<file path="config.mk">
export PLATFORM = sky130hd
export DESIGN_NAME = execute_reg_pipe_flat
export DESIGN_NICKNAME = d
export VERILOG_FILES = /design/src/rtl/y86_pkg.sv /design/src/rtl/execute_reg_pipe_if.sv /design/src/rtl/e_hazard_detect.sv /design/src/rtl/execute_reg_pipe.sv /design/src/flat_wrapper.sv
export SDC_FILE = /design/constraint.sdc
export NUM_CORES = 1
export LEC_CHECK = 0
export CAP_MARGIN = 20
export CORE_AREA = 4 4 209 211
export DETAILED_ROUTE_END_ITERATION = 7
export DIE_AREA = 0 0 213 215
export PLACE_DENSITY = 0.66
export SETUP_SLACK_MARGIN = 0.3
export SKIP_LAST_GASP = 1
export SYNTH_ARGS = -nofsm -noshare
export SYNTH_HDL_FRONTEND = slang
export SYNTH_HIERARCHICAL = 1
export SYNTH_SLANG_ARGS = --single-unit
</file>
<file path="constraint.sdc">
create_clock -name clk -period 3.5 [get_ports clk]
set_input_delay 0.7 -clock clk [delete_from_list [all_inputs] [get_ports clk]]
set_output_delay 0.7 -clock clk [all_outputs]
set_load 0.03 [all_outputs]
</file>
<file path="src/rtl/y86_pkg.sv">
// Shared Y86-64 definitions: instruction codes, register IDs, status codes
// and the nop bundle that a bubble loads into a pipeline register.
package y86_pkg;

    localparam logic [3:0] IHALT  = 4'h0;
    localparam logic [3:0] INOP   = 4'h1;
    localparam logic [3:0] ICMOV  = 4'h2;
    localparam logic [3:0] IIRMOV = 4'h3;
    localparam logic [3:0] IRMMOV = 4'h4;
    localparam logic [3:0] IMRMOV = 4'h5;
    localparam logic [3:0] IOPQ   = 4'h6;
    localparam logic [3:0] IJXX   = 4'h7;
    localparam logic [3:0] ICALL  = 4'h8;
    localparam logic [3:0] IRET   = 4'h9;
    localparam logic [3:0] IPUSH  = 4'hA;
    localparam logic [3:0] IPOP   = 4'hB;

    localparam logic [3:0] RNONE  = 4'hF;
    localparam logic [3:0] RRSP   = 4'h4;

    localparam logic [3:0] SAOK   = 4'h1;
    localparam logic [3:0] SHLT   = 4'h2;
    localparam logic [3:0] SADR   = 4'h3;
    localparam logic [3:0] SINS   = 4'h4;

    localparam logic [3:0] FNONE  = 4'h0;

    typedef struct packed {
        logic [3:0]  icode;
        logic [3:0]  ifun;
        logic [63:0] valc;
        logic [63:0] vala;
        logic [63:0] valb;
        logic [3:0]  dste;
        logic [3:0]  dstm;
        logic [3:0]  srca;
        logic [3:0]  srcb;
        logic [3:0]  stat;
    } e_bundle_t;

    // Bundle with configurable "no register" ID, so a top-level override stays consistent.
    function automatic e_bundle_t nop_bundle(input logic [3:0] rnone_id);
        e_bundle_t b;
        b.icode = INOP;
        b.ifun  = FNONE;
        b.valc  = '0;
        b.vala  = '0;
        b.valb  = '0;
        b.dste  = rnone_id;
        b.dstm  = rnone_id;
        b.srca  = rnone_id;
        b.srcb  = rnone_id;
        b.stat  = SAOK;
        return b;
    endfunction

endpackage

</file>
<file path="src/rtl/execute_reg_pipe_if.sv">
// Decode-to-execute bus: decode-stage values in, registered E-stage values
// and the hazard flags out.
interface execute_reg_pipe_if;
    import y86_pkg::*;

    logic [3:0]  d_icode;
    logic [3:0]  d_ifun;
    logic [63:0] d_valC;
    logic [63:0] d_valA;
    logic [63:0] d_valB;
    logic [3:0]  d_dstE;
    logic [3:0]  d_dstM;
    logic [3:0]  d_srcA;
    logic [3:0]  d_srcB;
    logic [3:0]  D_stat;

    logic [3:0]  E_icode;
    logic [3:0]  E_ifun;
    logic [63:0] E_valC;
    logic [63:0] E_valA;
    logic [63:0] E_valB;
    logic [3:0]  E_dstE;
    logic [3:0]  E_dstM;
    logic [3:0]  E_srcA;
    logic [3:0]  E_srcB;
    logic [3:0]  E_stat;
    logic        load_use;
    logic        mispredict;

    modport master (
        output d_icode, d_ifun, d_valC, d_valA, d_valB,
               d_dstE, d_dstM, d_srcA, d_srcB, D_stat,
        input  E_icode, E_ifun, E_valC, E_valA, E_valB,
               E_dstE, E_dstM, E_srcA, E_srcB, E_stat,
               load_use, mispredict
    );

    modport slave (
        input  d_icode, d_ifun, d_valC, d_valA, d_valB,
               d_dstE, d_dstM, d_srcA, d_srcB, D_stat,
        output E_icode, E_ifun, E_valC, E_valA, E_valB,
               E_dstE, E_dstM, E_srcA, E_srcB, E_stat,
               load_use, mispredict
    );
endinterface

</file>
<file path="src/rtl/e_hazard_detect.sv">
// Combinational E-stage hazard detection: load/use on a pending memory read
// and a not-taken conditional jump that was predicted taken.
module e_hazard_detect
    import y86_pkg::*;
(
    input  logic [3:0] e_icode,
    input  logic [3:0] e_dstm,
    input  logic [3:0] d_srca,
    input  logic [3:0] d_srcb,
    input  logic       e_cnd,
    output logic       load_use,
    output logic       mispredict,
    output logic       bubble
);

    logic is_load;

    assign is_load    = (e_icode == IMRMOV) || (e_icode == IPOP);
    assign load_use   = is_load && (e_dstm != RNONE) &&
                        ((e_dstm == d_srca) || (e_dstm == d_srcb));
    // jmp (ifun 0) always reports e_cnd=1 from execute, so no ifun check is needed.
    assign mispredict = (e_icode == IJXX) && !e_cnd;
    assign bubble     = load_use || mispredict;

endmodule

</file>
<file path="src/rtl/execute_reg_pipe.sv">
// Decode-to-execute pipeline register with E-stage bubble insertion and
// saturating hazard event counters.
module execute_reg_pipe #(
    parameter int         CNT_W = 32,
    parameter logic [3:0] RNONE = 4'hF
) (
    input  logic             clk,
    input  logic             rst_n,
    execute_reg_pipe_if.slave bus,
    input  logic             e_Cnd,
    input  logic             hold,
    input  logic             cnt_clr,
    output logic [CNT_W-1:0] bubble_cnt,
    output logic [CNT_W-1:0] lu_cnt,
    output logic [CNT_W-1:0] mp_cnt
);
    import y86_pkg::*;

    e_bundle_t        e_q, e_d, d_bundle;
    logic [CNT_W-1:0] bubble_cnt_q, bubble_cnt_d;
    logic [CNT_W-1:0] lu_cnt_q, lu_cnt_d;
    logic [CNT_W-1:0] mp_cnt_q, mp_cnt_d;
    logic             load_use, mispredict, bubble;

    e_hazard_detect u_hazard (
        .e_icode    (e_q.icode),
        .e_dstm     (e_q.dstm),
        .d_srca     (bus.d_srcA),
        .d_srcb     (bus.d_srcB),
        .e_cnd      (e_Cnd),
        .load_use   (load_use),
        .mispredict (mispredict),
        .bubble     (bubble)
    );

    always_comb begin
        d_bundle.icode = bus.d_icode;
        d_bundle.ifun  = bus.d_ifun;
        d_bundle.valc  = bus.d_valC;
        d_bundle.vala  = bus.d_valA;
        d_bundle.valb  = bus.d_valB;
        d_bundle.dste  = bus.d_dstE;
        d_bundle.dstm  = bus.d_dstM;
        d_bundle.srca  = bus.d_srcA;
        d_bundle.srcb  = bus.d_srcB;
        d_bundle.stat  = bus.D_stat;
    end

    always_comb begin
        e_d          = e_q;
        bubble_cnt_d = bubble_cnt_q;
        lu_cnt_d     = lu_cnt_q;
        mp_cnt_d     = mp_cnt_q;

        if (hold) begin
            e_d = e_q;
        end else if (bubble) begin
            e_d = nop_bundle(RNONE);
        end else begin
            e_d = d_bundle;
        end

        // Clear wins over increment and is honoured while E is frozen.
        if (cnt_clr) begin
            bubble_cnt_d = '0;
            lu_cnt_d     = '0;
            mp_cnt_d     = '0;
        end else if (!hold && bubble) begin
            if (bubble_cnt_q != '1)           bubble_cnt_d = bubble_cnt_q + 1'b1;
            if (load_use   && lu_cnt_q != '1) lu_cnt_d     = lu_cnt_q + 1'b1;
            if (mispredict && mp_cnt_q != '1) mp_cnt_d     = mp_cnt_q + 1'b1;
        end
    end

    always_ff @(posedge clk or negedge rst_n) begin
        if (!rst_n) begin
            e_q          <= nop_bundle(RNONE);
            bubble_cnt_q <= '0;
            lu_cnt_q     <= '0;
            mp_cnt_q     <= '0;
        end else begin
            e_q          <= e_d;
            bubble_cnt_q <= bubble_cnt_d;
            lu_cnt_q     <= lu_cnt_d;
            mp_cnt_q     <= mp_cnt_d;
        end
    end

    assign bus.E_icode    = e_q.icode;
    assign bus.E_ifun     = e_q.ifun;
    assign bus.E_valC     = e_q.valc;
    assign bus.E_valA     = e_q.vala;
    assign bus.E_valB     = e_q.valb;
    assign bus.E_dstE     = e_q.dste;
    assign bus.E_dstM     = e_q.dstm;
    assign bus.E_srcA     = e_q.srca;
    assign bus.E_srcB     = e_q.srcb;
    assign bus.E_stat     = e_q.stat;
    assign bus.load_use   = load_use;
    assign bus.mispredict = mispredict;

    assign bubble_cnt = bubble_cnt_q;
    assign lu_cnt     = lu_cnt_q;
    assign mp_cnt     = mp_cnt_q;

endmodule

</file>
<file path="src/flat_wrapper.sv">
// flat-port wrapper written by rule: the top's interface ports become plain ports
module execute_reg_pipe_flat import y86_pkg::*;
#(
    parameter int         CNT_W = 32,
    parameter logic [3:0] RNONE = 4'hF
)
  (clk, rst_n, e_Cnd, hold, cnt_clr, bubble_cnt, lu_cnt, mp_cnt, bus_d_icode, bus_d_ifun, bus_d_valC, bus_d_valA, bus_d_valB, bus_d_dstE, bus_d_dstM, bus_d_srcA, bus_d_srcB, bus_D_stat, bus_E_icode, bus_E_ifun, bus_E_valC, bus_E_valA, bus_E_valB, bus_E_dstE, bus_E_dstM, bus_E_srcA, bus_E_srcB, bus_E_stat, bus_load_use, bus_mispredict);
  execute_reg_pipe_if bus_i ();
  input  logic clk;
  input  logic rst_n;
  input  logic e_Cnd;
  input  logic hold;
  input  logic cnt_clr;
  output logic [CNT_W-1:0] bubble_cnt;
  output logic [CNT_W-1:0] lu_cnt;
  output logic [CNT_W-1:0] mp_cnt;
  input wire logic [$bits(bus_i.d_icode)-1:0] bus_d_icode;
  input wire logic [$bits(bus_i.d_ifun)-1:0] bus_d_ifun;
  input wire logic [$bits(bus_i.d_valC)-1:0] bus_d_valC;
  input wire logic [$bits(bus_i.d_valA)-1:0] bus_d_valA;
  input wire logic [$bits(bus_i.d_valB)-1:0] bus_d_valB;
  input wire logic [$bits(bus_i.d_dstE)-1:0] bus_d_dstE;
  input wire logic [$bits(bus_i.d_dstM)-1:0] bus_d_dstM;
  input wire logic [$bits(bus_i.d_srcA)-1:0] bus_d_srcA;
  input wire logic [$bits(bus_i.d_srcB)-1:0] bus_d_srcB;
  input wire logic [$bits(bus_i.D_stat)-1:0] bus_D_stat;
  output wire logic [$bits(bus_i.E_icode)-1:0] bus_E_icode;
  output wire logic [$bits(bus_i.E_ifun)-1:0] bus_E_ifun;
  output wire logic [$bits(bus_i.E_valC)-1:0] bus_E_valC;
  output wire logic [$bits(bus_i.E_valA)-1:0] bus_E_valA;
  output wire logic [$bits(bus_i.E_valB)-1:0] bus_E_valB;
  output wire logic [$bits(bus_i.E_dstE)-1:0] bus_E_dstE;
  output wire logic [$bits(bus_i.E_dstM)-1:0] bus_E_dstM;
  output wire logic [$bits(bus_i.E_srcA)-1:0] bus_E_srcA;
  output wire logic [$bits(bus_i.E_srcB)-1:0] bus_E_srcB;
  output wire logic [$bits(bus_i.E_stat)-1:0] bus_E_stat;
  output wire logic [$bits(bus_i.load_use)-1:0] bus_load_use;
  output wire logic [$bits(bus_i.mispredict)-1:0] bus_mispredict;
  assign bus_i.d_icode = bus_d_icode;
  assign bus_i.d_ifun = bus_d_ifun;
  assign bus_i.d_valC = bus_d_valC;
  assign bus_i.d_valA = bus_d_valA;
  assign bus_i.d_valB = bus_d_valB;
  assign bus_i.d_dstE = bus_d_dstE;
  assign bus_i.d_dstM = bus_d_dstM;
  assign bus_i.d_srcA = bus_d_srcA;
  assign bus_i.d_srcB = bus_d_srcB;
  assign bus_i.D_stat = bus_D_stat;
  assign bus_E_icode = bus_i.E_icode;
  assign bus_E_ifun = bus_i.E_ifun;
  assign bus_E_valC = bus_i.E_valC;
  assign bus_E_valA = bus_i.E_valA;
  assign bus_E_valB = bus_i.E_valB;
  assign bus_E_dstE = bus_i.E_dstE;
  assign bus_E_dstM = bus_i.E_dstM;
  assign bus_E_srcA = bus_i.E_srcA;
  assign bus_E_srcB = bus_i.E_srcB;
  assign bus_E_stat = bus_i.E_stat;
  assign bus_load_use = bus_i.load_use;
  assign bus_mispredict = bus_i.mispredict;
  execute_reg_pipe #(.CNT_W(CNT_W), .RNONE(RNONE)) u_core (.clk(clk), .rst_n(rst_n), .bus(bus_i), .e_Cnd(e_Cnd), .hold(hold), .cnt_clr(cnt_clr), .bubble_cnt(bubble_cnt), .lu_cnt(lu_cnt), .mp_cnt(mp_cnt));
endmodule
</file>
==> results.toml <==
[drt]
initialDrtViolationCount = 1052
average_vias_per_placed_instance = 5.05
drc_errors = 0
routed-via-count = 13500
drt.antenna.violating_nets = 0
postRouteWirelength_um = 53900
drtPass1Iterations = 5
route.detailed.wl_per_inst_um = 20.1

[global_routing]
wire_length_of_the_first_global_routing_pass_um = 82600
track_usage_pct = 23.0
initial_antenna_violation_count = 10
first_global_vias = 13800
grt_max_degree = 248
globalRoute.totalOverflow = 0

[critical_path]
worst-endpoint-required_ns = 2.80
setup.worst_path.class = "in -> out"
worst_r2r_path_depth = 11
timing.rr.start = "u_core/bus.E_dstM[1]$_DFFE_PN1N_"
path_cells = "clkdlybuf4s50_1, xor2_1, o41ai_2, buf_4, and2_2, buf_4, buf_4"
r2r_end = "u_core/lu_cnt[22]$_DFFE_PN0P_"
worst_ep_arrival_time_ns = 2.35
critical_path.startpoint_type = "input pin"
critical_path.endpoint_type = "primary output"
crit_buf_inv = 4
critical-path-top-cell-by-count = "sky130_fd_sc_hd__buf_4"
timing.reg2reg.setup_slack_ns = 0.60
cpPeakStageDelay_ns = 0.48
critical_path_peak_fanout = 4
worst_path_max_delay_cell = "sky130_fd_sc_hd__clkdlybuf4s50_1"
crit_family = "buffers and inverters"

[layout]
most-common-layout-cells = "sky130_fd_sc_hd__clkdlybuf4s50_1 (537), sky130_fd_sc_hd__dfrtp_1 (298), sky130_fd_sc_hd__o21ai_0 (262)"
layout.cells.most_common = "sky130_fd_sc_hd__clkdlybuf4s50_1"
utilization_pct = 53.0
design.final.nets = 2332
syn2layout_area_growth_pct = 50.6
post_route_cells_drive_above_1_share_pct = 7.78

[floorplanning]
top_level_ports = 543
die_height_um = 215
fp.coreArea_mm2 = 0.0418
die_w_um = 213
num_rows = 75
initial_core_util_pct = 35.2
floorplan.die_area_mm2 = 0.0458

[outcome]
status = "complete, no violations"

[power]
power.static_leakage_nw = 9.01
pwr_density_cell_mw_per_mm2 = 448
worst_ir_drop_vdd_mv = 0.404
p_total_w = 0.00991

[synth]
synth-xor-area-share_pct = 1.49
ys.warnings.count = 6
syn_avg_cell_area_um2 = 9.36
yosys_top_cell_area_share_pct = 50.7
synth-edff-count = 0
synth_mux_area_share_pct = 0.672
syn_area_mm2 = 0.0147
ys_dominant_reg_cell = "sky130_fd_sc_hd__dfrtp_1"
postSynthCellCount = 1571
yosysSeqAreaShare_pct = 53.9
synth_cell_type_count = 61
yosys-top-cells-area = "sky130_fd_sc_hd__dfrtp_1 (51%), sky130_fd_sc_hd__o21ai_0 (8.9%), sky130_fd_sc_hd__nand2b_1 (8.7%)"
postSynthNetCount = 1799
flip_flop_and_latch_count_after_synthesis = 316
synth_adder_area_share_pct = 0.255
asyncSetResetFlopFracSynth_pct = 100
largest_family_of_logic_cells_by_synthesized_area = "simple AND/OR/NAND/NOR gates"
synth_top_cell_by_area = "sky130_fd_sc_hd__dfrtp_1"
synth_simple_gate_area_share_pct = 26.8
synth-compound-area-share_pct = 13.8

[placement]
port-buffer-count = 542
gp_congestion = 0.859
hpwl_after_detailed_placement_um = 39500

[timing]
report.final.slew_viol_count = 0
grt_setup_unrepaired = "no"
clock_skew_ns = 0.0212
fmax_mhz = 328
min_period_ns = 3.05
setup_viol_count_final = 0
worst_slew_pin_slew_ns = 1.05
timing.slew.headroom_pct = 29.4
timing.final.crit_share_pct = 87.1
finalHoldViolations = 0

[clock_network]
cts_setup_buffers = 0
clk-insertion-delay-late_ns = 0.56
clk_pin_slew_ns = 0.05
cts-root-to-sink-buffers = 3
cts_root_buf = "sky130_fd_sc_hd__clkbuf_16"
cts_htree_levels = 2
cts_inserted_buffers = 38
cts_hold_buffers = 0
cts_tree = "yes"
number_of_sinks_driven_by_the_clock_tree = 316

[min_path]
min-delay-path-class = "in -> async"

[flow_run]
timing.max_cap.violations = 0
## power breakdown
group | switching [W] | internal [W] | total [W] | leakage, nW
registers | 0.000157 | 0.00393 | 0.00408 | 4.00
clock network | 0.00159 | 0.00230 | 0.00389 | 0.604
logic | 0.00110 | 0.000835 | 0.00193 | 4.41
total | 0.00284 | 0.00706 | 0.00991 | 9.01
## cell type report
type	instances	area, um^2
repair buffers	591	5920
multi-input cells	1151	6350
clock buffers	60	1130
clock inverters	9	88.8
flip-flops and latches	316	7930
fillers	3780	19600
inverters	6	22.5
diodes	6	15.0
well taps	539	674
## logic make-up (layout without fill, tap and decap cells)
logic type                 after synthesis  in the layout
AOI/OAI and AO/OA                      378            378
xor gates and xnor gates                25             25
adders and majority gates                3              3
buffers and inverters                  104            666
DFF                                    316            316
muxes                                    9              9
other                                    0              6
and+or+nand+nor                        736            736
## timing repair
item / CTS / global route
endpoints found under the setup margin: 1 / 4
gates resized for setup: 1 / 2
pin swaps: 0 / 1
## Yosys cell counts (12+ instances only)
cell type	n
sky130_fd_sc_hd__xor2_1	12
sky130_fd_sc_hd__nand2b_1	205
sky130_fd_sc_hd__clkbuf_1	84
sky130_fd_sc_hd__nor4_1	12
sky130_fd_sc_hd__xnor2_1	13
sky130_fd_sc_hd__nand3_1	34
sky130_fd_sc_hd__nor2_1	59
sky130_fd_sc_hd__dfrtp_1	298
sky130_fd_sc_hd__o21ai_0	262
sky130_fd_sc_hd__o31ai_1	24
sky130_fd_sc_hd__or3_1	44
sky130_fd_sc_hd__a21oi_1	68
sky130_fd_sc_hd__dfstp_2	18
sky130_fd_sc_hd__nand4_1	36
sky130_fd_sc_hd__nand2_1	257
sky130_fd_sc_hd__or4_1	26
## routing by layer
metal  wire [um]  up-vias  GRT usage (%)  share of wire, %
met5          47        -              0             0.087
li1            -     6490              -                 -
met1       20300     6445           26.9                38
met3        4960       91           8.09               9.2
met4        1460        6           7.52               2.7
met2       27200      489           39.4                50
## state kept, by name (all words and copies together), names as in the netlist
register	count
u_core/mp_cnt	32
u_core/bus.E_valB	64
u_core/bus.E_ifun	4
u_core/bus.E_icode	4
u_core/bus.E_srcA	4
u_core/bus.E_valC	64
u_core/bus.E_dstE	4
u_core/lu_cnt	32
u_core/bus.E_srcB	4
u_core/bus.E_stat	4
u_core/bus.E_dstM	4
u_core/bus.E_valA	64
u_core/bubble_cnt	32
## worst max-delay path by stage
| stage | start | cells after the start | slack (ns) | to |
|---|---|---|---|---|
| 6_report | bus_d_srcB[3] | 7 | 0.45 | bus_load_use |
| 5_1_grt | bus_d_srcB[3] | 12 | 0.32 | u_core/lu_cnt[22]$_DFFE_PN0P_ |
| 2_1_floorplan | bus_d_srcB[1] | 8 | 0.49 | u_core/lu_cnt[31]$_DFFE_PN0P_ |
| 3_5_place_dp | bus_d_srcB[1] | 11 | -0.13 | u_core/lu_cnt[17]$_DFFE_PN0P_ |
| 3_3_place_gp | bus_d_srcB[1] | 11 | -0.11 | u_core/lu_cnt[31]$_DFFE_PN0P_ |
| 4_1_cts | bus_d_srcB[0] | 7 | 0.31 | bus_load_use |
## worst reg2reg max path, cell delays in order, from the launching register on
cell and delay [ns]:
sky130_fd_sc_hd__dfstp_2 0.58, sky130_fd_sc_hd__xor2_1 0.10, sky130_fd_sc_hd__o41ai_2 0.38, sky130_fd_sc_hd__buf_4 0.19, sky130_fd_sc_hd__a21o_4 0.14, sky130_fd_sc_hd__buf_12 0.10, sky130_fd_sc_hd__buf_4 0.14, sky130_fd_sc_hd__nand4b_1 0.17
sky130_fd_sc_hd__nor4_1 0.30, sky130_fd_sc_hd__nand4_1 0.20, sky130_fd_sc_hd__or3_1 0.36, sky130_fd_sc_hd__a21oi_1 0.15
## through the flow
| step | instances | TNS, ns | hold slack [ns] | setup WS (ns) | instance area [um^2] |
|---|---|---|---|---|---|
| 6_report | 2678 | 0 | 0.173 | 0.451 | 22100 |
| 5_1_grt | 2678 | 0 | 0.198 | 0.316 | 22100 |
| 4_1_cts | 2670 | 0 | 0.166 | 0.313 | 22100 |
| 3_5_place_dp | 2601 | -0.995 | 0.473 | -0.127 | 20800 |
| 3_3_place_gp | 2601 | -6.49 | 0.466 | -0.113 | 20800 |
| 2_1_floorplan | 1571 | 0 | 0.404 | 0.494 | 14700 |
Note: power is estimated with default switching activity, not from simulation.
